### config.mk
export PLATFORM = sky130hd
export DESIGN_NAME = hazard_scoreboard
export DESIGN_NICKNAME = d
export VERILOG_FILES = /design/src/rtl/hazard_scoreboard.sv
export SDC_FILE = /design/constraint.sdc
export NUM_CORES = 1
export LEC_CHECK = 0
export BUFFER_PORTS_ARGS = -buffer_cell sky130_fd_sc_hd__buf_2
export CELL_PAD_IN_SITES_DETAIL_PLACEMENT = 0
export CELL_PAD_IN_SITES_GLOBAL_PLACEMENT = 1
export CORE_MARGIN = 1.5
export CORE_UTILIZATION = 35
export CTS_BUF_LIST = sky130_fd_sc_hd__clkbuf_2
export CTS_CLUSTER_DIAMETER = 40
export DETAILED_ROUTE_END_ITERATION = 12
export PLACE_DENSITY = 0.83
export SETUP_SLACK_MARGIN = 0.1
export SYNTH_ARGS = -nofsm -noshare
export SYNTH_HDL_FRONTEND = slang
export SYNTH_SLANG_ARGS = --single-unit
export TNS_END_PERCENT = 1
### constraint.sdc
create_clock -name clk -period 3.05 [get_ports clk]
set_clock_uncertainty 0.05 [all_clocks]
set_input_delay 0.1525 -clock clk [delete_from_list [all_inputs] [get_ports clk]]
set_output_delay 0.1525 -clock clk [all_outputs]
set_load 0.03 [all_outputs]
### src/rtl/hazard_scoreboard.sv
// hazard_scoreboard: decode RAW hazard unit with stage forwarding, long-latency scoreboard and stall counter
module hazard_scoreboard #(
   parameter int XLEN    = 32,
   parameter int NUM_SRC = 2,
   parameter int NUM_STG = 3,
   parameter int MAX_LT  = 4,
   parameter int CNT_W   = 32
) (
   input  logic                    clk,
   input  logic                    rst,
   input  logic [NUM_SRC*5-1:0]    src_idx,
   input  logic [NUM_SRC-1:0]      src_used,
   input  logic                    dec_valid,
   input  logic [NUM_STG-1:0]      stg_valid,
   input  logic [NUM_STG*5-1:0]    stg_rd,
   input  logic [NUM_STG-1:0]      stg_data_ok,
   input  logic [NUM_STG*XLEN-1:0] stg_data,
   input  logic                    lt_issue,
   input  logic [4:0]              lt_issue_rd,
   input  logic                    lt_done,
   input  logic [4:0]              lt_done_rd,
   output logic                    stall_D,
   output logic                    lt_full,
   output logic [NUM_SRC-1:0]      fwd_valid,
   output logic [NUM_SRC*XLEN-1:0] fwd_data,
   output logic [CNT_W-1:0]        stall_cnt
);
   localparam int CW = $clog2(MAX_LT + 1);

   logic [31:0]        pend_q, pend_d, pend_vis;
   logic [CW-1:0]      cnt_q, cnt_d;
   logic [CNT_W-1:0]   stall_cnt_q, stall_cnt_d;
   logic [NUM_SRC-1:0] blocked;
   logic               hit, ok;
   logic [XLEN-1:0]    val;
   logic               issue_ok, done_ok;

   // Outstanding ops are not visible while reset flushes the LT unit
   assign pend_vis = rst ? '0 : pend_q;
   assign lt_full  = (cnt_q == CW'(MAX_LT));
   assign issue_ok = lt_issue & ~(lt_full & ~lt_done);
   assign done_ok  = lt_done & (cnt_q != '0);
   assign stall_D  = dec_valid & (|blocked);
   assign stall_cnt = stall_cnt_q;

   // Per source: youngest matching stage wins; otherwise a pending LT write blocks
   always_comb begin
      fwd_valid = '0;
      fwd_data  = '0;
      blocked   = '0;
      hit       = 1'b0;
      ok        = 1'b0;
      val       = '0;
      for (int i = 0; i < NUM_SRC; i++) begin
         hit = 1'b0;
         ok  = 1'b0;
         val = '0;
         for (int s = NUM_STG - 1; s >= 0; s--) begin
            if (src_used[i] && stg_valid[s] && (stg_rd[5*s +: 5] == src_idx[5*i +: 5]) && (src_idx[5*i +: 5] != 5'd0)) begin
               hit = 1'b1;
               ok  = stg_data_ok[s];
               val = stg_data[XLEN*s +: XLEN];
            end
         end
         fwd_valid[i]              = hit & ok;
         fwd_data[XLEN*i +: XLEN]  = (hit & ok) ? val : '0;
         blocked[i]                = hit ? ~ok : (src_used[i] & pend_vis[src_idx[5*i +: 5]]);
      end
   end

   // Scoreboard next state: a clear then a set, so a same-rd issue overrides the retire
   always_comb begin
      pend_d = pend_q;
      if (done_ok && lt_done_rd != 5'd0) pend_d[lt_done_rd] = 1'b0;
      if (issue_ok && lt_issue_rd != 5'd0) pend_d[lt_issue_rd] = 1'b1;
      pend_d[0] = 1'b0;
      cnt_d = cnt_q + CW'(issue_ok) - CW'(done_ok);
      stall_cnt_d = (stall_D && !(&stall_cnt_q)) ? stall_cnt_q + CNT_W'(1) : stall_cnt_q;
   end

   // State registers with synchronous reset
   always_ff @(posedge clk) begin
      if (rst) begin
         pend_q      <= '0;
         cnt_q       <= '0;
         stall_cnt_q <= '0;
      end else begin
         pend_q      <= pend_d;
         cnt_q       <= cnt_d;
         stall_cnt_q <= stall_cnt_d;
      end
   end

   a_issue_when_full: assert property (@(posedge clk) disable iff (rst) !(lt_issue && lt_full && !lt_done));
   a_done_when_empty: assert property (@(posedge clk) disable iff (rst) !(lt_done && cnt_q == '0));
endmodule
Word-level counts from Yosys, hierarchy flattened
Index checks and enable logic that the tools add are counted.

Add/sub/neg operators: 3. Equality and inequality tests: 7. Reduce and logical (&&, ||, !) cells: 31. Shift-type cells: 0. Multiply operators: 0. Muxes and demuxes: 33. Magnitude comparators: 6. Bitwise gates (word level): 15. Div/mod/pow operators: 0.

Operators with widths (number): two-way mux 32 bit (11); adder 32 x 1 -> 32 bit, second input constant (1); bitwise AND 32 bit (1); inverter 32 bit (1); bitwise OR 32 bit (1); AND reduction 32 bit (1); equality test 5 bit (6); less-than comparator 5 x 6 -> 1 bit, second input constant (4); logical AND 1 bit (23); nonzero test 5 bit (4); two-way mux 1 bit (18); binary-select mux 1 bit (select 5 bit) (2); demux 1 bit (select 5 bit) (2); >= comparator 5 x 1 -> 1 bit, second input constant (2); bitwise AND 1 bit (8); inverter 1 bit (4); adder 3 x 1 -> 3 bit (1); equality test 3 bit, second input constant (1); nonzero test 3 bit (1); subtractor 3 x 1 -> 3 bit (1); OR reduction 2 bit (1); zero test 1 bit (1).

Input bits: 144. Bits in latches: 0. Register bits: 67. ROM bits: 0. Word-level logic and storage cells: 99. Output and inout bits: 100. RAM bits: 0. Memories kept: 0.

Logic depth before layout (Yosys ltp)
Depth after elaboration: 11. Depth in mapped cells: 12. Gate-level depth less buffers: 10.

Worst setup path after synthesis
OpenSTA, ideal clock, no wires.

Kind: in2out. From: in src_idx[8]. To: out fwd_data[54]. Buffers on the path: 4. Data arrival time: 2813 ps. Path slack: 35 ps. Required time: 2847 ps. Stages: 10. Cells stage by stage: buf_2 -> or2_1 -> o41a_1 -> and4_4 -> buf_6 -> o211a_1 -> or2_2 -> clkbuf_1 -> buf_2 -> a211oi_1.

Word-level cells in the longest chain between the ends: 8. Elaborated cells on any way between the ends: 21. Those cells by class: eq/ne (3); mux (10); bitwise (1); reduce/logical (7).

Ends and longest elaborated chain: start: declaration (RTL line 11) `input logic [NUM_SRC*5-1:0] src_idx,`; equality test 5 bit (RTL line 59) `if (src_used[i] && stg_valid[s] && (stg_rd[5*s +: 5] == src_idx[5*i +: 5]) && (src_idx[5*i +: 5] != 5'd0)) beg ...`; logical AND 1 bit (2 in a row) (RTL line 59); two-way mux 1 bit (3 in a row) (RTL line 59); bitwise AND 1 bit (RTL line 66) `fwd_data[XLEN*i +: XLEN] = (hit & ok) ? val : '0;`; two-way mux 32 bit (*) (RTL line 66); end: declaration (RTL line 25) `output logic [NUM_SRC*XLEN-1:0] fwd_data,`.

Every way passes the cells marked *; elsewhere a longest branch is shown, timed or not.

Worst setup path after layout
From: in src_idx[8]. To: out fwd_data[47].

Same word-level chain as after synthesis.

==> flow_metrics.tcl <==
set metrics [dict create \
    cp_common_cell "buf_2" \
    whs_ns 0.0770 \
    drive_gt1_share_pct 34.1 \
    power_density_mw_per_mm2 250 \
    drv_cap 0 \
    hpwl_um 16100 \
    grt_use_total_pct 23.5 \
    synth_area_leader_cell "dfxtp_1" \
    dieHeight_um 132 \
    synth_compound_area_share_pct 30.7 \
    path_class "input pin to output pin" \
    ys_ff_latch 66 \
    final-setup-viol-count 0 \
    slowest_delay_ns 0.40 \
    arrival_ns 2.56 \
    hold_start "lt_done_rd[4]" \
    hold_viol_final 0 \
    outcome "complete, no violations" \
    rsz0062_at_grt "false" \
    synth_top_family_by_area "compound AO/OA/AOI/OAI gates" \
    synthAdderAreaFrac_pct 0.992 \
    leakage_uw 0.00306 \
    dr.pass1.iters 6 \
    regArea_mm2 0.00132 \
    r2r-start "pend_q[14]$_SDFF_PP0_" \
    maxSlewViolCount 0 \
    die_w_um 132 \
    worst_setup_path_start_kind "input pin" \
    synth_top_cell_area_share_pct 22.8 \
    cts_buffer_depth 2 \
    grt_start_max_net_pins 64 \
    max-vdd-ir-drop_uv 346 \
    htreeDepth 3 \
    crit_path_cell_trace "buf_2, or2_1, o41a_1, and4_4, o211a_1, or2_2, buf_4, a211oi_1, buf_2" \
    syn_inst 740 \
    grt_pass1_wl_um 33400 \
    synth-seq-area-share_pct 22.8 \
    clock-root-buffer "clkbuf_2" \
    gr-total-overflow 0 \
    gp_congestion 0.908 \
    synthMuxAreaShare_pct 9.29 \
    synth-simple-area-share_pct 23.8 \
    insertion_delay_ns 0.51 \
    finalCritPeriodShare_pct 90.6 \
    end_kind "output pin" \
    fin_tns_setup_ns 0 \
    syn-num-nets 888 \
    num-nets-final 1104 \
    antenna_found_initial 6 \
    drc_errors 0 \
    synth_cell_types 72 \
    synth_xor_area_share_pct 5.13 \
    viasPerCell 5.65 \
    min_path_type "input pin to flip-flop" \
    initial_utilization_pct 36.1 \
    fp-row-count 46 \
    critical_path.slowest_cell "o41a_1" \
    grt_pass1_vias 6293 \
    drt_wl_total_um 20800 \
    cts_buffers 9 \
    slew_headroom_pct 40.9 \
    die-area_mm2 0.0174 \
    worstMarginPinSlew_ns 0.880 \
    area_delta_synth_final_pct 26.2 \
    dr.first_iter.drc_count 367 \
    setup.worst_path.start "src_idx[8]" \
    synthArstFlopShare_pct 0 \
    multi_input_area_mm2 0.00408 \
    ant_nets 0 \
    max_freq_ghz 0.362 \
    final_cells 1183 \
    nFillCells 1679 \
    yosysWarnings 0 \
    synth-edff-count 0 \
    cts_tree "built" \
    wl_per_cell_um 17.6 \
    synth_flop_cell "dfxtp_1" \
    path_clk_slew_ns 0.18 \
    synthTopCellsByArea "dfxtp_1, a211oi_1, a22oi_1, nor2_1, xor2_1" \
    crit_fanout 16 \
    dp_cells 1153 \
    io_pins 244 \
    port_buffers 243 \
    required_ns 2.85 \
    core_area_mm2 0.0161 \
    fin_crit_ns 2.76 \
    num_vias 6689 \
    cts.sinks 66 \
    power_uw 1830 \
    avgSynthCellArea_um2 7.84 \
    synthesis.area_mm2 0.00580 \
]
==> logic make-up after synthesis <==
logic type	after synthesis
and+or+nand+nor	260
AOI/OAI and AO/OA	241
adders and majority gates	4
xor gates and xnor gates	34
buffers and inverters	95
DFF	66
muxes	40
==> per-layer routing <==
layer	track usage (%)	wire, um	vias up
met5	0	0	-
met1	29.1	8680	3137
li1	-	-	3272
met4	10.1	554	0
met3	4.58	1260	27
met2	39.9	10300	253
==> Yosys cell counts, types with 7 or more instances <==
| cell | number |
|---|---|
| xnor2_1 | 8 |
| a22oi_1 | 64 |
| buf_2 | 10 |
| nand2_1 | 16 |
| and3_1 | 9 |
| nor2b_1 | 21 |
| xor2_1 | 26 |
| o211ai_1 | 18 |
| dfxtp_1 | 66 |
| a21oi_1 | 17 |
| clkbuf_1 | 43 |
| a211oi_1 | 64 |
| mux4_2 | 8 |
| and4_1 | 9 |
| nand4_1 | 17 |
| nor3_1 | 15 |
| inv_1 | 30 |
| nor2_1 | 100 |
| a21o_1 | 12 |
| nand3b_1 | 10 |
| nand3_1 | 28 |
| mux2i_1 | 7 |
| o21ai_0 | 27 |
| mux2_2 | 19 |
==> through the flow <==
step	area (um^2)	worst slack [ns]	util [%]
final	7330	0.287	45.6
after detailed placement	7140	0.0485	44.4
after floorplan	5800	0.0348	-
after global routing	7330	0.104	45.6
after global placement	7140	0.122	44.4
after CTS	7290	0.100	45.4
==> final timing paths <==
check | endpoint | slack (ns) | cells past startpoint
max reg2reg | stall_cnt[6]$_SDFFE_PP0P_ | 0.29 | 9
max | fwd_data[47] | 0.29 | 9
min | pend_q[17]$_SDFF_PP0_ | 0.08 | 4
min reg2reg | pend_q[24]$_SDFF_PP0_ | 0.47 | 2
==> state kept, by name, indices dropped and copies added (netlist names) <==
| name | count |
|---|---|
| pend_q | 31 |
| stall_cnt | 32 |
| cnt_q | 3 |
==> power breakdown <==
group / switching [uW] / total, uW / leakage, uW / internal (uW)
clock network: 307 / 418 / 0.0000632 / 111
registers: 22.8 / 911 / 0.000533 / 888
logic: 291 / 502 / 0.00246 / 211
==> area by class of cell <==
cell class	count	share of cell area (%)
clock buffer	12	0.820
timing repair buffer	270	19.8
inverter	30	1.54
clock inverter	4	0.256
sequential	66	18.0
tap	216	3.69
antenna	6	0.205
multi-input combinational	579	55.7
==> what timing repair did <==
| item | in CTS | in global routing |
|---|---|---|
| gates resized for setup | 1 | 3 |
| endpoints found under the hold margin | 26 | 0 |
| endpoints found under the setup margin | 1 | 1 |
| pin swaps | 0 | 2 |
| hold buffers | 7 | 0 |
| buffers inserted | 0 | 1 |
==> layout by cell type (no fill, tap or decap), types with 10 or more instances in the layout <==
cell / n
buf_4: 19
o21ai_0: 27
o211ai_1: 18
nand3_1: 28
dfxtp_1: 65
nor3_1: 15
a21o_1: 12
nand3b_1: 10
mux2_2: 19
a22oi_1: 64
inv_1: 30
clkbuf_2: 12
buf_2: 243
a211oi_1: 64
nand4_1: 17
xor2_1: 26
nand2_1: 15
a21oi_1: 17
nor2b_1: 21
nor2_1: 99
==> worst max-delay path: cells and delay by family <==
| kind | cells | cell delay, ns |
|---|---|---|
| compound gates | 3 | 0.89 |
| simple gates | 3 | 0.86 |
| buf+inv | 3 | 0.65 |
(Power assumes the default switching activity.)
